[src/rtl/des_pkg.sv]
// Shared DES key-schedule constants: half/subkey widths, rotation schedule,
// the PC2 selection table and the subkey generator state encoding.
package des_pkg;

    localparam int C_W  = 28;
    localparam int K_W  = 48;
    localparam int CD_W = 56;

    // Left-rotation amount applied before round r (index r-1).
    localparam logic [1:0] SHIFT_SCHED [16] = '{
        2'd1, 2'd1, 2'd2, 2'd2, 2'd2, 2'd2, 2'd2, 2'd2,
        2'd1, 2'd2, 2'd2, 2'd2, 2'd2, 2'd2, 2'd2, 2'd1
    };

    // DES bit numbers (1-based) of the CD register selected for subkey bits 1..48.
    localparam int PC2_TBL [K_W] = '{
        14, 17, 11, 24,  1,  5,  3, 28, 15,  6, 21, 10,
        23, 19, 12,  4, 26,  8, 16,  7, 27, 20, 13,  2,
        41, 52, 31, 37, 47, 55, 30, 40, 51, 45, 33, 48,
        44, 49, 39, 56, 34, 53, 46, 42, 50, 36, 29, 32
    };

    typedef enum logic {
        IDLE   = 1'b0,
        ACTIVE = 1'b1
    } state_t;

    // Rotate one 28-bit half by 1 or 2 places; index 0 is the leftmost DES bit.
    function automatic logic [0:C_W-1] rot_half(
        input logic [0:C_W-1] v,
        input logic           right,
        input logic           two
    );
        logic [0:C_W-1] r;
        case ({right, two})
            2'b00:   r = {v[1:C_W-1], v[0]};
            2'b01:   r = {v[2:C_W-1], v[0:1]};
            2'b10:   r = {v[C_W-1], v[0:C_W-2]};
            default: r = {v[C_W-2:C_W-1], v[0:C_W-3]};
        endcase
        return r;
    endfunction

endpackage

[src/rtl/des_pc2.sv]
// Permuted choice 2: combinational 56-to-48 bit selection of the CD register.
module des_pc2
    import des_pkg::*;
(
    input  logic [0:CD_W-1] i_cd,
    output logic [0:K_W-1]  o_subkey
);

    for (genvar i = 0; i < K_W; i++) begin : g_bit
        assign o_subkey[i] = i_cd[PC2_TBL[i] - 1];
    end

endmodule

[src/rtl/des_subkey_gen.sv]
// Sequential DES round-key generator: accepts C0/D0 and streams the sixteen
// subkeys in encryption (K1..K16) or decryption (K16..K1) order.
module des_subkey_gen
    import des_pkg::*;
(
    input  logic            clk,
    input  logic            rst_n,
    input  logic            cd_valid,
    output logic            cd_ready,
    input  logic [0:C_W-1]  c_in,
    input  logic [0:C_W-1]  d_in,
    input  logic            decrypt,
    output logic            subkey_valid,
    input  logic            subkey_ready,
    output logic [0:K_W-1]  subkey,
    output logic [3:0]      round_idx,
    output logic            last
);

    state_t          r_state;
    logic            r_dir;
    logic [3:0]      r_j;
    logic [0:CD_W-1] r_cd;

    logic [3:0]      w_sched_idx;
    logic            w_two;
    logic [0:C_W-1]  w_c_nxt;
    logic [0:C_W-1]  w_d_nxt;

    // Encrypt looks ahead to the shift of round j+2; decrypt undoes the shift of round 16-j.
    always_comb begin
        w_sched_idx = r_dir ? (4'd15 - r_j) : (r_j + 4'd1);
        w_two       = (SHIFT_SCHED[w_sched_idx] == 2'd2);
        w_c_nxt     = rot_half(r_cd[0:C_W-1],    r_dir, w_two);
        w_d_nxt     = rot_half(r_cd[C_W:CD_W-1], r_dir, w_two);
    end

    // NOTE: state registers use non-blocking assignments so every register
    // samples pre-edge values regardless of statement order.
    always_ff @(posedge clk or negedge rst_n) begin
        if (!rst_n) begin
            r_state <= IDLE;
            r_dir   <= 1'b0;
            r_j     <= '0;
            r_cd    <= '0;
        end else begin
            case (r_state)
                IDLE: begin
                    if (cd_valid) begin
                        r_state <= ACTIVE;
                        r_dir   <= decrypt;
                        r_j     <= '0;
                        // Decrypt starts from K16, whose total rotation of 28 is the identity.
                        r_cd    <= decrypt ? {c_in, d_in}
                                           : {rot_half(c_in, 1'b0, 1'b0),
                                              rot_half(d_in, 1'b0, 1'b0)};
                    end
                end
                ACTIVE: begin
                    if (subkey_ready) begin
                        if (r_j == 4'd15) begin
                            r_state <= IDLE;
                        end else begin
                            r_j  <= r_j + 4'd1;
                            r_cd <= {w_c_nxt, w_d_nxt};
                        end
                    end
                end
                default: r_state <= IDLE;
            endcase
        end
    end

    des_pc2 u_pc2 (
        .i_cd     (r_cd),
        .o_subkey (subkey)
    );

    assign cd_ready     = (r_state == IDLE);
    assign subkey_valid = (r_state == ACTIVE);
    assign round_idx    = r_j;
    assign last         = (r_state == ACTIVE) && (r_j == 4'd15);

endmodule

[config.mk]
export PLATFORM = sky130hd
export DESIGN_NAME = des_subkey_gen
export DESIGN_NICKNAME = d
export VERILOG_FILES = /design/src/rtl/des_pkg.sv /design/src/rtl/des_pc2.sv /design/src/rtl/des_subkey_gen.sv
export SDC_FILE = /design/constraint.sdc
export NUM_CORES = 1
export LEC_CHECK = 0
export CAP_MARGIN = 20
export CORE_ASPECT_RATIO = 1.75
export CORE_MARGIN = 2
export CORE_UTILIZATION = 50
export DETAILED_ROUTE_END_ITERATION = 8
export PLACE_DENSITY_LB_ADDON = 0.08
export SLEW_MARGIN = 20
export SYNTH_ARGS = -nofsm -noshare
export SYNTH_HDL_FRONTEND = slang
export SYNTH_SLANG_ARGS = --single-unit
[constraint.sdc]
create_clock -name clk -period 6.1 [get_ports clk]
set_input_delay 0.915 -clock clk [delete_from_list [all_inputs] [get_ports clk]]
set_output_delay 0.915 -clock clk [all_outputs]
set_load 0.05 [all_outputs]
==> flow_summary.yaml <==
outcome:
  status: "finished clean"
setup_path:
  setup.worst_path.start_class: "flip-flop"
  cp_slowest_cell: "dfrtp_2"
  cp_slowest_stage_delay_ns: 0.64
  r2r_start: "r_dir"
  crit_chain: "buf_4, nor4b_1, nand4b_1, and2_1, buf_4, o221ai_1, o21a_1, a41oi_1"
  end_kind: "flip-flop"
  critPathTopFamily: "simple AND/OR/NAND/NOR gates"
  timing.rr.end: "r_cd[1]"
  setup.worst_path.class: "reg2reg"
  crit_required_ns: 6.34
  rrSetupSlack_ns: 2.42
  cp_max_fo: 45
  worstPathArrival_ns: 3.92
  cp.buffers_inverters: 2
  path_common_cell: "buf_4"
  reg2regPathDepth: 8
floorplan:
  die_y_um: 149
  initial_core_util_pct: 50.8
  pin_count: 116
  rows: 53
  design.core.area_um2: 11900
  dieWidth_um: 87.0
  die_area_um2: 13000
clock_network:
  cts_root_buf: "clkbuf_16"
  cts_hold_buf: 0
  clk_path_buf_depth: 2
  clkTransAtPathRegs_ns: 0.06
  clkLatencyLatePin_ns: 0.34
  htreeDepth: 3
  cts_setup_buffers: 0
  cts_inserted_buffers: 9
  clock_sink_count: 62
  cts_resized: 0
  cts_tree: "yes"
yosys:
  synthArstFlopShare_pct: 100
  synth-adder-area-share_pct: 0.415
  synth-simple-area-share_pct: 13.4
  synth_flop_cell: "dfrtp_1"
  synth.area.mux_share_pct: 17.9
  syn_avg_cell_area_um2: 8.32
  synthCells: 725
  synth_area_um2: 6030
  ys_ff_latch: 62
  yosysWarnings: 0
  synth.yosys.seq_area_share_pct: 25.7
  synth_xor_area_share_pct: 0.601
  syn-num-nets: 788
  synth_cell_types: 58
  synth_compound_area_share_pct: 29.9
  synth_top_family_by_area: "compound AO/OA/AOI/OAI gates"
  synth_edf_count: 0
layout:
  layout_common_cells: "clkdlybuf4s50_1, a21oi_1, nor3_1, mux2i_1, dfrtp_1"
  num_antenna_cells: 0
  final_common_cell: "clkdlybuf4s50_1"
  utilization_pct: 59.0
  drive_gt1_share_pct: 9.86
  area_growth_pct: 16.0
  final_nets: 798
  n_fill_cell: 1109
global_route:
  grt_usage_pct: 32.8
  grt_pass1_wl_um: 33500
  grt_antenna_before_repair: 0
  grt-ovfl-total: 0
  grt_pass1_vias: 6215
  grt_max_degree: 78
timing:
  slew_headroom_pct: 25.3
  setup_violations: 0
  rsz0062_at_grt: "no"
  hold_violations: 0
  post-route-period-util_pct: 60.3
  whs_ns: 0.574
  fin_skew_ns: 0.00940
  worstMarginPinSlew_ns: 1.12
  finalCriticalPeriod_ns: 3.68
  fmax_ghz: 0.272
  finalSetupTns_ns: 0
  finalMaxSlewViolations: 0
worst_hold_path:
  worstHoldPathType: "reg2reg"
  min-delay-start: "r_cd[8]"
  hold_path_depth: 2
  hold_end: "r_cd[8]"
routing:
  post_drt_via_cell_ratio: 7.15
  drt_drc_violations_left: 0
  vias: 6274
  wl_per_cell_um: 24.2
  wl_um: 21200
  antenna_left: 0
  firstDrtPassIters: 5
  dr.first_iter.drc_count: 614
flow_run:
  max-cap-violations: 0
placement:
  place_congestion: 0.904
  port_buffers: 115
  dp_hpwl_um: 13700
[worst reg2reg max path, stage by stage (launching register included)]
cell	delay (ns)
dfrtp_2	0.64
buf_4	0.50
nor4b_1	0.49
nand4b_1	0.27
and2_1	0.62
buf_4	0.46
o221ai_1	0.19
o21a_1	0.24
a41oi_1	0.17
[flip-flops by register name, summed over array words and instances (netlist names)]
signal	cells
round_idx	4
subkey_valid	1
r_dir	1
r_cd	56
[final cells by class]
| type | count | area [µm²] | share of cell area, % |
|---|---|---|---|
| Clock buffer | 12 | 246 | 3.52 |
| Tap cell | 137 | 171 | 2.45 |
| Inverter | 5 | 18.8 | 0.268 |
| Sequential cell | 62 | 1550 | 22.2 |
| Multi-Input combinational cell | 533 | 3770 | 53.9 |
| Timing Repair Buffer | 124 | 1210 | 17.3 |
| Clock inverter | 4 | 22.5 | 0.322 |
[cell usage after synthesis (all sizes together), types with 2 or more instances]
cell type | count | area share (%)
o221ai | 43 | 6.2
nor2 | 27 | 1.8
dfrtp | 62 | 26
or2 | 3 | 0.31
ha | 2 | 0.41
o2bb2ai | 2 | 0.29
mux2 | 31 | 6.4
a221o | 19 | 3.2
o22ai | 12 | 1.2
a31oi | 5 | 0.52
a21oi | 79 | 6.9
nand2 | 45 | 2.8
and3 | 2 | 0.29
clkbuf | 44 | 2.7
o221a | 2 | 0.37
nand3 | 6 | 0.58
mux2i | 67 | 11
and2 | 5 | 0.56
inv | 5 | 0.31
nor2b | 4 | 0.46
a41oi | 13 | 1.9
buf | 81 | 9.0
nor3 | 68 | 5.6
o31ai | 11 | 1.4
o41ai | 2 | 0.29
o21ai | 46 | 3.8
a211oi | 3 | 0.37
o21a | 15 | 1.9
a22o | 4 | 0.58
[per-stage QoR]
stage,setup slack [ns],instance area (µm²),instances
5_1_grt,2.19,7000,877
3_3_place_gp,2.43,6730,861
6_report,2.42,7000,877
2_1_floorplan,2.92,6030,725
4_1_cts,2.49,7000,877
3_5_place_dp,2.38,6730,861
[kinds of logic (layout without fill, tap and decap cells)]
kind of cell / after synthesis / after routing
flip-flops: 62 / 62
AO/OA/AOI/OAI: 263 / 263
adder cells (fa/ha/maj): 2 / 2
buffers and inverters: 130 / 145
AND/OR/NAND/NOR: 167 / 167
multiplexers: 99 / 99
XOR/XNOR: 2 / 2
[routing by layer]
layer,vias to the layer above,wire length (µm),GRT usage (%)
met2,312,11000,56.5
li1,2760,-,-
met3,67,1110,3.87
met5,-,0,0
met1,3135,8130,39.2
met4,0,932,17.3
[worst max-delay path by stage]
stage | from | depth (start not counted) | slack (ns) | end
after floorplan | round_idx[1] | 3 | 2.92 | last
after global placement | subkey_ready | 9 | 2.43 | r_cd[21]
after detailed placement | subkey_ready | 9 | 2.38 | r_cd[1]
after CTS | r_dir | 8 | 2.49 | r_cd[15]
after global routing | r_dir | 8 | 2.19 | r_cd[16]
final | r_dir | 8 | 2.42 | r_cd[1]
Power is not shown: default switching activity piles up to over one toggle a cycle in this logic, so the estimate is an artifact.
